**config.mk**
```make
export PLATFORM = sky130hd
export DESIGN_NAME = booth_wallace_mul
export DESIGN_NICKNAME = d
export VERILOG_FILES = /design/src/rtl/mul_pkg.sv /design/src/rtl/full_adder.sv /design/src/rtl/wallace_column.sv /design/src/rtl/booth_wallace_mul.sv
export SDC_FILE = /design/constraint.sdc
export NUM_CORES = 2
export LEC_CHECK = 0
export ABC_AREA = 1
export BUFFER_PORTS_ARGS = -buffer_cell sky130_fd_sc_hd__buf_4
export CORE_MARGIN = 3
export CORE_UTILIZATION = 25
export CTS_BUF_LIST = sky130_fd_sc_hd__clkbuf_8
export DETAILED_ROUTE_END_ITERATION = 7
export PLACE_DENSITY_LB_ADDON = 0.25
export REMOVE_ABC_BUFFERS = 1
export SLEW_MARGIN = 5
export SYNTH_ARGS = -nofsm -noshare
export SYNTH_HDL_FRONTEND = slang
export SYNTH_SLANG_ARGS = --single-unit
```
**constraint.sdc**
```tcl
create_clock -name clk -period 62.5 [get_ports clk]
set_input_delay 12.5 -clock clk [delete_from_list [all_inputs] [get_ports clk]]
set_output_delay 12.5 -clock clk [all_outputs]
set_load 0.02 [all_outputs]
```
**src/rtl/mul_pkg.sv**
```systemverilog
// Shared definitions for the Booth/Wallace multiplier:
// operation codes and Booth digit selects.
package mul_pkg;

    localparam logic [1:0] MUL_OP_LO = 2'b00;
    localparam logic [1:0] MUL_OP_H  = 2'b01;
    localparam logic [1:0] MUL_OP_HU = 2'b10;

    typedef enum logic [2:0] {
        ZERO,
        POS1,
        POS2,
        NEG1,
        NEG2
    } booth_sel_e;

    // Radix-4 recoding of {b[2i+1], b[2i], b[2i-1]}.
    function automatic booth_sel_e booth_sel(input logic [2:0] g);
        case (g)
            3'b001, 3'b010: return POS1;
            3'b011:         return POS2;
            3'b100:         return NEG2;
            3'b101, 3'b110: return NEG1;
            default:        return ZERO;
        endcase
    endfunction

    function automatic logic booth_neg(input booth_sel_e s);
        return (s == NEG1) || (s == NEG2);
    endfunction

endpackage

```
**src/rtl/full_adder.sv**
```systemverilog
// One-bit 3:2 compressor cell.
// Building block of the Wallace columns.
module full_adder (
    input  logic a,
    input  logic b,
    input  logic ci,
    output logic s,
    output logic co
);

    assign s  = a ^ b ^ ci;
    assign co = (a & b) | (ci & (a ^ b));

endmodule

```
**src/rtl/wallace_column.sv**
```systemverilog
// One product column of the Wallace tree.
// Full adders consume bits oldest-first until one sum/carry pair is left.
module wallace_column #(
    parameter int N_IN  = 17,
    parameter int N_CIN = N_IN - 3
) (
    input  logic [N_IN-1:0]  in,
    input  logic [N_CIN-1:0] cin,
    output logic [N_CIN-1:0] cout,
    output logic             S,
    output logic             C
);

    // Column bits first, then carries arriving from the column below.
    localparam int T = N_IN + N_CIN;
    // Every adder but the last sends its carry to the next column.
    localparam int K = N_CIN + 1;

    logic [T-1:0] base;

    assign base = {cin, in};

    // Pool slot p < T is an original bit; slot T+k is the sum of adder k.
    for (genvar k = 0; k < K; k++) begin : g_fa
        logic [2:0] x;
        logic       s;
        logic       c;

        for (genvar m = 0; m < 3; m++) begin : g_x
            if (3 * k + m < T) begin : g_base
                assign x[m] = base[3*k+m];
            end else begin : g_sum
                assign x[m] = g_fa[3*k+m-T].s;
            end
        end

        full_adder u_fa (
            .a (x[0]),
            .b (x[1]),
            .ci(x[2]),
            .s (s),
            .co(c)
        );
    end

    for (genvar k = 0; k < N_CIN; k++) begin : g_co
        assign cout[k] = g_fa[k].c;
    end

    assign S = g_fa[K-1].s;
    assign C = g_fa[K-1].c;

endmodule

```
**src/rtl/booth_wallace_mul.sv**
```systemverilog
// Pipelined radix-4 Booth / Wallace-tree multiplier with
// valid/ready handshake, flush and low/high result select.
module booth_wallace_mul
    import mul_pkg::*;
#(
    parameter int WIDTH = 32
) (
    input  logic             clk,
    input  logic             resetn,
    input  logic             in_valid,
    output logic             in_ready,
    input  logic [WIDTH-1:0] a,
    input  logic [WIDTH-1:0] b,
    input  logic [1:0]       op,
    input  logic             flush,
    output logic             out_valid,
    input  logic             out_ready,
    output logic [WIDTH-1:0] result
);

    localparam int PP_NUM = WIDTH / 2 + 1;
    localparam int PW     = 2 * WIDTH;
    // One extra slot per column carries the negation +1 of row j/2.
    localparam int N_IN   = PP_NUM + 1;
    localparam int N_CIN  = N_IN - 3;

    // Selected multiple, sign-extended across the full product width.
    function automatic logic [PW-1:0] pp_row(
        input booth_sel_e       sel,
        input logic [WIDTH+1:0] m1,
        input logic [WIDTH+1:0] m2
    );
        logic [WIDTH+1:0] r;
        case (sel)
            POS1:    r = m1;
            POS2:    r = m2;
            NEG1:    r = ~m1;
            NEG2:    r = ~m2;
            default: r = '0;
        endcase
        return {{(PW - WIDTH - 2){r[WIDTH+1]}}, r};
    endfunction

    logic             sx;
    logic [WIDTH+1:0] a_ext;
    logic [WIDTH+1:0] a_dbl;
    logic [WIDTH+2:0] b_pad;

    booth_sel_e        sel [PP_NUM];
    logic [PW-1:0]     pp  [PP_NUM];
    logic [PP_NUM-1:0] neg;
    logic [N_IN-1:0]   col_in [PW];

    logic [PW-1:0]    sum_w;
    logic [PW-1:0]    carry_w;
    logic [N_CIN-1:0] unused_cout;
    logic             unused_c;

    logic             s1_valid_q, s1_valid_d;
    logic [PW-1:0]    s1_sum_q;
    logic [PW-1:0]    s1_carry_q;
    logic [1:0]       s1_op_q;
    logic             out_valid_q, out_valid_d;
    logic [WIDTH-1:0] result_q, result_d;

    logic             s2_free;
    logic             advance;
    logic             accept;
    logic             hi_sel;
    logic [PW-1:0]    prod;

    // Unsigned high multiply zero-extends; every other op sign-extends.
    assign sx    = (op != MUL_OP_HU);
    assign a_ext = {{2{sx & a[WIDTH-1]}}, a};
    assign a_dbl = {a_ext[WIDTH:0], 1'b0};
    assign b_pad = {{2{sx & b[WIDTH-1]}}, b, 1'b0};

    for (genvar i = 0; i < PP_NUM; i++) begin : g_booth
        assign sel[i] = booth_sel(b_pad[2*i +: 3]);
        assign pp[i]  = pp_row(sel[i], a_ext, a_dbl);
        assign neg[i] = booth_neg(sel[i]);
    end

    for (genvar j = 0; j < PW; j++) begin : g_cin
        for (genvar i = 0; i < PP_NUM; i++) begin : g_pp
            if (j >= 2 * i) begin : g_on
                assign col_in[j][i] = pp[i][j-2*i];
            end else begin : g_off
                assign col_in[j][i] = 1'b0;
            end
        end
        if ((j % 2 == 0) && (j / 2 < PP_NUM)) begin : g_neg
            assign col_in[j][PP_NUM] = neg[j/2];
        end else begin : g_noneg
            assign col_in[j][PP_NUM] = 1'b0;
        end
    end

    for (genvar j = 0; j < PW; j++) begin : g_col
        logic [N_CIN-1:0] cin;
        logic [N_CIN-1:0] cout;
        logic             s;
        logic             c;

        if (j == 0) begin : g_first
            assign cin = '0;
        end else begin : g_next
            assign cin = g_col[j-1].cout;
        end

        wallace_column #(
            .N_IN (N_IN),
            .N_CIN(N_CIN)
        ) u_col (
            .in  (col_in[j]),
            .cin (cin),
            .cout(cout),
            .S   (s),
            .C   (c)
        );

        assign sum_w[j] = s;
        if (j < PW - 1) begin : g_cy
            assign carry_w[j+1] = c;
        end
    end

    // Carries out of the top column fall outside the 2*WIDTH product.
    assign carry_w[0]  = 1'b0;
    assign unused_cout = g_col[PW-1].cout;
    assign unused_c    = g_col[PW-1].c;

    assign s2_free  = !out_valid_q || out_ready;
    assign advance  = s1_valid_q && s2_free;
    assign in_ready = resetn && !flush && (!s1_valid_q || s2_free);
    assign accept   = in_valid && in_ready;

    assign prod   = s1_sum_q + s1_carry_q;
    assign hi_sel = (s1_op_q == MUL_OP_H) || (s1_op_q == MUL_OP_HU);

    // Next-state for both stages; flush drops everything in flight.
    always_comb begin
        s1_valid_d  = s1_valid_q;
        out_valid_d = out_valid_q;
        result_d    = result_q;
        if (advance) begin
            out_valid_d = 1'b1;
            result_d    = hi_sel ? prod[PW-1:WIDTH] : prod[WIDTH-1:0];
        end else if (s2_free) begin
            out_valid_d = 1'b0;
        end
        if (advance) begin
            s1_valid_d = 1'b0;
        end
        if (accept) begin
            s1_valid_d = 1'b1;
        end
        if (flush) begin
            s1_valid_d  = 1'b0;
            out_valid_d = 1'b0;
        end
    end

    // Stage 1: capture the reduced sum/carry pair on accept.
    always_ff @(posedge clk) begin
        if (!resetn) begin
            s1_valid_q <= 1'b0;
            s1_sum_q   <= '0;
            s1_carry_q <= '0;
            s1_op_q    <= '0;
        end else begin
            s1_valid_q <= s1_valid_d;
            if (accept) begin
                s1_sum_q   <= sum_w;
                s1_carry_q <= carry_w;
                s1_op_q    <= op;
            end
        end
    end

    // Stage 2: final add result, held under backpressure.
    always_ff @(posedge clk) begin
        if (!resetn) begin
            out_valid_q <= 1'b0;
            result_q    <= '0;
        end else begin
            out_valid_q <= out_valid_d;
            result_q    <= result_d;
        end
    end

    assign out_valid = out_valid_q;
    assign result    = result_q;

endmodule

```
# Word level (Yosys, flattened, before mapping)
# Cells that the tools add are included.
[op_classes]
reduce_logical = 62
n_eq_ne = 170
n_bitwise = 3102
n_mux = 39
addsub = 1
[op_table]
columns = ["op", "count"]
rows = [
  ["$pmux W34 S4", 16],
  ["$xor A1 B1 Y1", 1263],
  ["$and A1 B1 Y1", 1250],
  ["$or A1 B1 Y1", 586],
  ["$eq A3 B2 Y1 const B", 66],
  ["$eq A3 B3 Y1 const B", 65],
  ["$pmux W3 S4", 16],
  ["$pmux W32 S4", 1],
  ["$eq A3 B1 Y1 const B", 33],
  ["$not A34 Y34", 2],
  ["$reduce_or A2 Y1", 33],
  ["$add A64 B64 Y64", 1],
  ["$mux W32", 1],
  ["$logic_or A1 B1 Y1", 20],
  ["$pmux W3 S3", 1],
  ["$eq A2 B2 Y1 const B", 3],
  ["$eq A2 B1 Y1 const B", 2],
  ["$logic_and A1 B1 Y1", 4],
  ["$mux W1", 4],
  ["$reduce_bool A2 Y1", 2],
  ["$logic_not A1 Y1", 3],
  ["$ne A2 B2 Y1 const B", 1],
  ["$not A1 Y1", 1],
]
[word_totals]
register_bits = 162
out_inout_bits = 34
word_cells = 3380
in_bits = 71

# Logic depth before layout (Yosys ltp)
[depth]
word_depth = 230
ltp_mapped = 155

# Modules after synthesis
# A second synthesis with hierarchy kept.
[unflattened]
hier_cells = 6685
hier_area_um2 = 52462.8
[by_module_without_submodules]
columns = ["mod", "seq_area_each_um2", "area_each_um2", "cells_per_inst", "n_inst"]
rows = [
  ["booth_wallace_mul", 3263.1, 24756.2, 4701, 1],
  ["full_adder", 0.0, 20.0, 1, 1024],
  ["wallace_column", 0.0, 112.6, 15, 64],
]

# Worst setup path before layout
# OpenSTA, ideal clock, no wires.
[synth_path]
path_type = "input-to-reg"
from = "input b[1]"
to = "register s1_sum_q[63]"
path_buffers = 2
required_time_ps = 62378
stages = 152
t_arrival_ps = 61490
setup_slack_ps = 889
setup_time_ps = 122
cell_sequence = "buf_2 > nand2_1 > inv_1 > nor2_1 > inv_1 > nor2_1 > inv_1 > buf_2 > o22ai_1 > a221oi_1 > fa_1 > inv_1 > ha_1 > ha_1 > inv_1 > fa_1 > fa_1 > fa_1 > (+116 left out) > fa_1 > fa_1 > fa_1 > fa_1 > fa_1 > fa_1 > fa_1 > fa_1 > fa_1 > fa_1 > xnor2_1 > xnor2_1 > xnor2_1 > nand3_1 > nand2_1 > nand2_1 > nand2_1 > a21oi_2"
[synth_via]
elab_chain_cells = 230
word_cells_on_any_way = 1604
classes_between = "eq/ne (17); mux (4); bitwise (1581); reduce/logical (2)"
[synth_lines]
columns = ["item", "line_no", "text"]
rows = [
  ["start, declared", "booth_wallace_mul.sv:13", "input logic [WIDTH-1:0] b,"],
  ["$eq A3 B3 Y1 (tied with other cells)", "mul_pkg.sv:19", "case (g)"],
  ["$reduce_or A2 Y1", "mul_pkg.sv:19", ""],
  ["$pmux W3 S4", "mul_pkg.sv:19", ""],
  ["$eq A3 B3 Y1 (tied with other cells)", "booth_wallace_mul.sv:34", "case (sel)"],
  ["$pmux W34 S4", "booth_wallace_mul.sv:34", ""],
  ["$xor A1 B1 Y1 (2 in a row)", "full_adder.sv:11", "assign s = a ^ b ^ ci;"],
  ["$xor A1 B1 Y1 or $and A1 B1 Y1 (tied branches)", "full_adder.sv:11, full_adder.sv:12", ""],
  ["$and A1 B1 Y1", "full_adder.sv:12", "assign co = (a & b) | (ci & (a ^ b));"],
  ["(+211 left out)", "-", ""],
  ["$and A1 B1 Y1", "full_adder.sv:12", ""],
  ["$or A1 B1 Y1", "full_adder.sv:12", ""],
  ["$xor A1 B1 Y1", "full_adder.sv:11", ""],
  ["$xor A1 B1 Y1", "full_adder.sv:12", ""],
  ["$and A1 B1 Y1", "full_adder.sv:12", ""],
  ["$or A1 B1 Y1", "full_adder.sv:12", ""],
  ["$xor A1 B1 Y1 (3 in a row)", "full_adder.sv:11", ""],
  ["$xor A1 B1 Y1 (*)", "full_adder.sv:11", ""],
  ["end signal, assigned", "booth_wallace_mul.sv:174", "s1_sum_q <= sum_w;"],
  ["end, declared", "booth_wallace_mul.sv:60", "logic [PW-1:0] s1_sum_q;"],
]
# Mark *: on every way between the ends. The rest lies on a longest branch, timed or not.
# A chain may end at the register's enable or synchronous reset.

# Worst setup path after layout
# Same ends and word-level chain as after synthesis.

==> summary.md <==
| Metric | Value |
|---|---|
| Status | `finished clean` |
| Total Routing Usage GR | `0.216` |
| Ports | `105` |
| Pre-CTS setup slack | `-0.912 ns` |
| GRT overflow | `0` |
| Cell Area, Placed | `0.0395 mm^2` |
| First-pass GRT wire length | `245,000 um` |
| Most used cell, CP | `fa_1` |
| Buffers & Inverters on Critical Path | `25` |
| Initial antenna violation count | `16` |
| Residual DRC | `0` |
| Reg clk slew, reported paths | `0.10 ns` |
| Layout cell share with drive strength beyond 1 | `0.0867` |
| Area contributors post-synth | `fa_1 (32%), a221oi_1 (10%), dfxtp_1 (8.8%), inv_1 (7.7%), nand2_1 (7.5%)` |
| Slew @ Worst Pin | `1.08 ns` |
| Slew headroom | `0.283` |
| Delay-heaviest family, CP | `adder cells` |
| Ys flop type | `dfxtp_1` |
| TritonCTS clock tree | `built` |
| FFs w/ async S/R, synth | `0` |
| Worst clock skew | `0.0312 ns` |
| Via Count | `36,400` |
| Final worst setup slack | `1.80 ns` |
| Die area | `0.152 mm^2` |
| Die W | `390 um` |
| H-tree levels | `4` |
| Max Fclk | `16.5 MHz` |
| Initial Util | `0.252` |
| Num CTS Buffers | `17` |
| Slowest stage cell, crit path | `fa_1` |
| Setup crit start kind | `input pin` |
| Final WL | `169,000 um` |
| Largest net degree at the start of global routing | `98` |
| Max FO, Critical Path | `6` |
| Post-synth top area share | `0.319` |
| Number of flops mapped to enable cells by yosys | `0` |
| Area leader, netlist | `fa_1` |
| Synth cell types | `45` |
| Rows | `140` |
| WP depth | `148` |
| Final hold viol count | `0` |
| RSZ-0062 raised after global routing | `false` |
| Critical Path RT | `62.89 ns` |
| Core ar. | `0.146 mm^2` |
| Register area share after synthesis | `0.0880` |
| MaxCap Viol Count | `0` |
| Worst-case clock buffer depth | `2` |
| WS Path Type | `in2reg` |
| DRT iter0 DRCs | `4,479` |
| Setup tns final | `0 ns` |
| Hold Crit Depth | `2` |
| Die Span Y | `390 um` |
| Clk sinks | `162` |
| WL per Instance | `25.3 um` |
| Root buffer cell | `clkbuf_8` |
| Setup bufs post-CTS | `0` |
| Worst skew pair latency | `0.53 ns` |
| Yosys warns | `0` |
| Synth Area per Inst | `7.52 um^2` |
| # setup viols final | `0` |
| Final Max Tran Viols | `0` |
| Router iterations before antenna repair | `8` |
| Final Cycle Share | `0.971` |
| Post-cts hold buffer count | `0` |
| Reg2Reg Depth | `7` |
| HPWL after DPL | `129,000 um` |
| Worst Path Arrival | `61.09 ns` |
| Routed vias/inst | `5.46` |
| Vias in the first global route | `34,600` |
| Routed Antenna Nets | `0` |
| Minimum clock period | `60.70 ns` |
| Min-Delay Path Class | `reg2reg` |
| Post-Syn Area | `0.0368 mm^2` |
| Final Instance Area | `0.0400 mm^2` |
| Final nets | `5,545` |
| Max stage delay on crit path | `0.57 ns` |
| Area grow syn2layout | `8.50%` |
| Post-Syn Instances | `4,902` |
| Critical Path End Type | `flop` |
| FF+latch count, synth | `162` |
| # port buffers | `104` |
| Routability cong. | `0.933` |
==> sequential cells by signal, indices dropped and copies added (netlist names) <==
name and count:
out_valid 1, result 32, s1_carry_q 62, s1_op_q 2, s1_sum_q 64, s1_valid_q 1
==> through the flow <==
| stage | hold slack (ns) | util | std cells |
|---|---|---|---|
| after floorplan | 0.428 | - | 4438 |
| after CTS | 0.464 | 0.273 | 6655 |
| after global placement | 0.446 | 0.270 | 6623 |
| after global routing | 0.503 | 0.274 | 6656 |
| final | 0.466 | 0.274 | 6660 |
| after detailed placement | 0.447 | 0.270 | 6623 |
==> cell type report <==
| class | instances | area, um^2 |
|---|---|---|
| multi-input cells | 3487 | 28900 |
| clock inverters | 15 | 198 |
| clock buffers | 17 | 234 |
| well taps | 1917 | 2400 |
| fillers | 16200 | 106000 |
| repair buffers | 268 | 2010 |
| inverters | 789 | 2960 |
| diodes | 5 | 12.5 |
| flip-flops and latches | 162 | 3240 |
==> routing by layer <==
| layer | share of wire | track usage | vias up | wire length [um] |
|---|---|---|---|---|
| li1 | - | - | 16300 | - |
| met1 | 0.43 | 0.300 | 17700 | 72200 |
| met2 | 0.42 | 0.321 | 1982 | 70600 |
| met3 | 0.10 | 0.0478 | 300 | 17000 |
| met4 | 0.051 | 0.0950 | 16 | 8620 |
| met5 | 0.00055 | 0 | - | 93 |
==> kinds of logic after synthesis <==
logic type               Yosys count  synth area share
XOR/XNOR                          14           0.00353
other                              1          0.000102
AO/OA/AOI/OAI                   1404             0.257
AND/OR/NAND/NOR                 1319             0.146
buffers and inverters           1253             0.132
adder cells (fa/ha/maj)          749             0.374
flip-flops                       162            0.0880
==> worst paths after layout <==
| path | startpoint | to | slack [ns] |
|---|---|---|---|
| max | b[1] | s1_sum_q[63]$_SDFFE_PN0P_ | 1.80 |
| min | s1_sum_q[0]$_SDFFE_PN0P_ | s1_sum_q[0]$_SDFFE_PN0P_ | 0.47 |
| max reg2reg | out_valid$_SDFFE_PP0P_ | s1_sum_q[63]$_SDFFE_PN0P_ | 59.46 |
| min reg2reg | s1_sum_q[0]$_SDFFE_PN0P_ | s1_sum_q[0]$_SDFFE_PN0P_ | 0.47 |
==> synth_stat cells (2+ instances only) <==
| cell type | n |
|---|---|
| a22oi_1 | 36 |
| xnor2_1 | 8 |
| fa_1 | 587 |
| nand3_1 | 99 |
| and2_2 | 2 |
| a31oi_1 | 2 |
| o221ai_1 | 62 |
| buf_2 | 79 |
| o21bai_1 | 6 |
| or2_2 | 2 |
| a21oi_1 | 202 |
| nor2_1 | 396 |
| buf_4 | 5 |
| nor3_1 | 20 |
| dfxtp_1 | 162 |
| nor2_2 | 11 |
| clkinv_1 | 25 |
| nand4_1 | 6 |
| inv_2 | 12 |
| and2_1 | 3 |
| clkbuf_1 | 361 |
| buf_6 | 3 |
| o21ai_1 | 15 |
| o2111ai_1 | 3 |
| o31ai_1 | 3 |
| o22ai_1 | 326 |
| o21ai_0 | 300 |
| nand2_1 | 735 |
| buf_1 | 15 |
| nand3b_1 | 10 |
| nand2_2 | 13 |
| xor2_1 | 5 |
| nor3_2 | 11 |
| o211ai_1 | 8 |
| nand3_2 | 9 |
| ha_1 | 162 |
| inv_1 | 752 |
| a221oi_1 | 439 |
==> worst reg2reg max path, stage by stage (launching register included) <==
cell	delay (ns)
dfxtp_1	0.34
nand3_1	0.10
nand2_1	0.11
nor2_4	0.56
buf_4	0.68
buf_4	0.79
o21ai_0	0.27
a21oi_2	0.14
==> placed cells by master, fill, tap and decap left out, drive strengths merged <==
cell type,n
fa,587
nor2,407
o211ai,8
ha,162
o221ai,62
inv,773
clkinv,30
a221oi,439
clkbuf,17
nand3b,10
nor3,32
dfxtp,162
nor4,1
o21ai,315
or2,2
nand2,748
o31ai,3
xnor2,9
clkinvlp,1
a31oi,2
diode,5
a211oi,1
xor2,5
o22ai,326
a21oi,203
nand4,6
o21bai,6
a22oi,36
o2111ai,3
buf,268
and2,5
nand3,108
conb,1
==> timing repair <==
action | CTS | global route
cloned | 0 | 0
setup endpoints to repair | 3 | 5
gates resized for setup | 8 | 20
pin swaps | 0 | 15
Power is not shown: default switching activity piles up to over one toggle a cycle in this logic, so the estimate is an artifact.
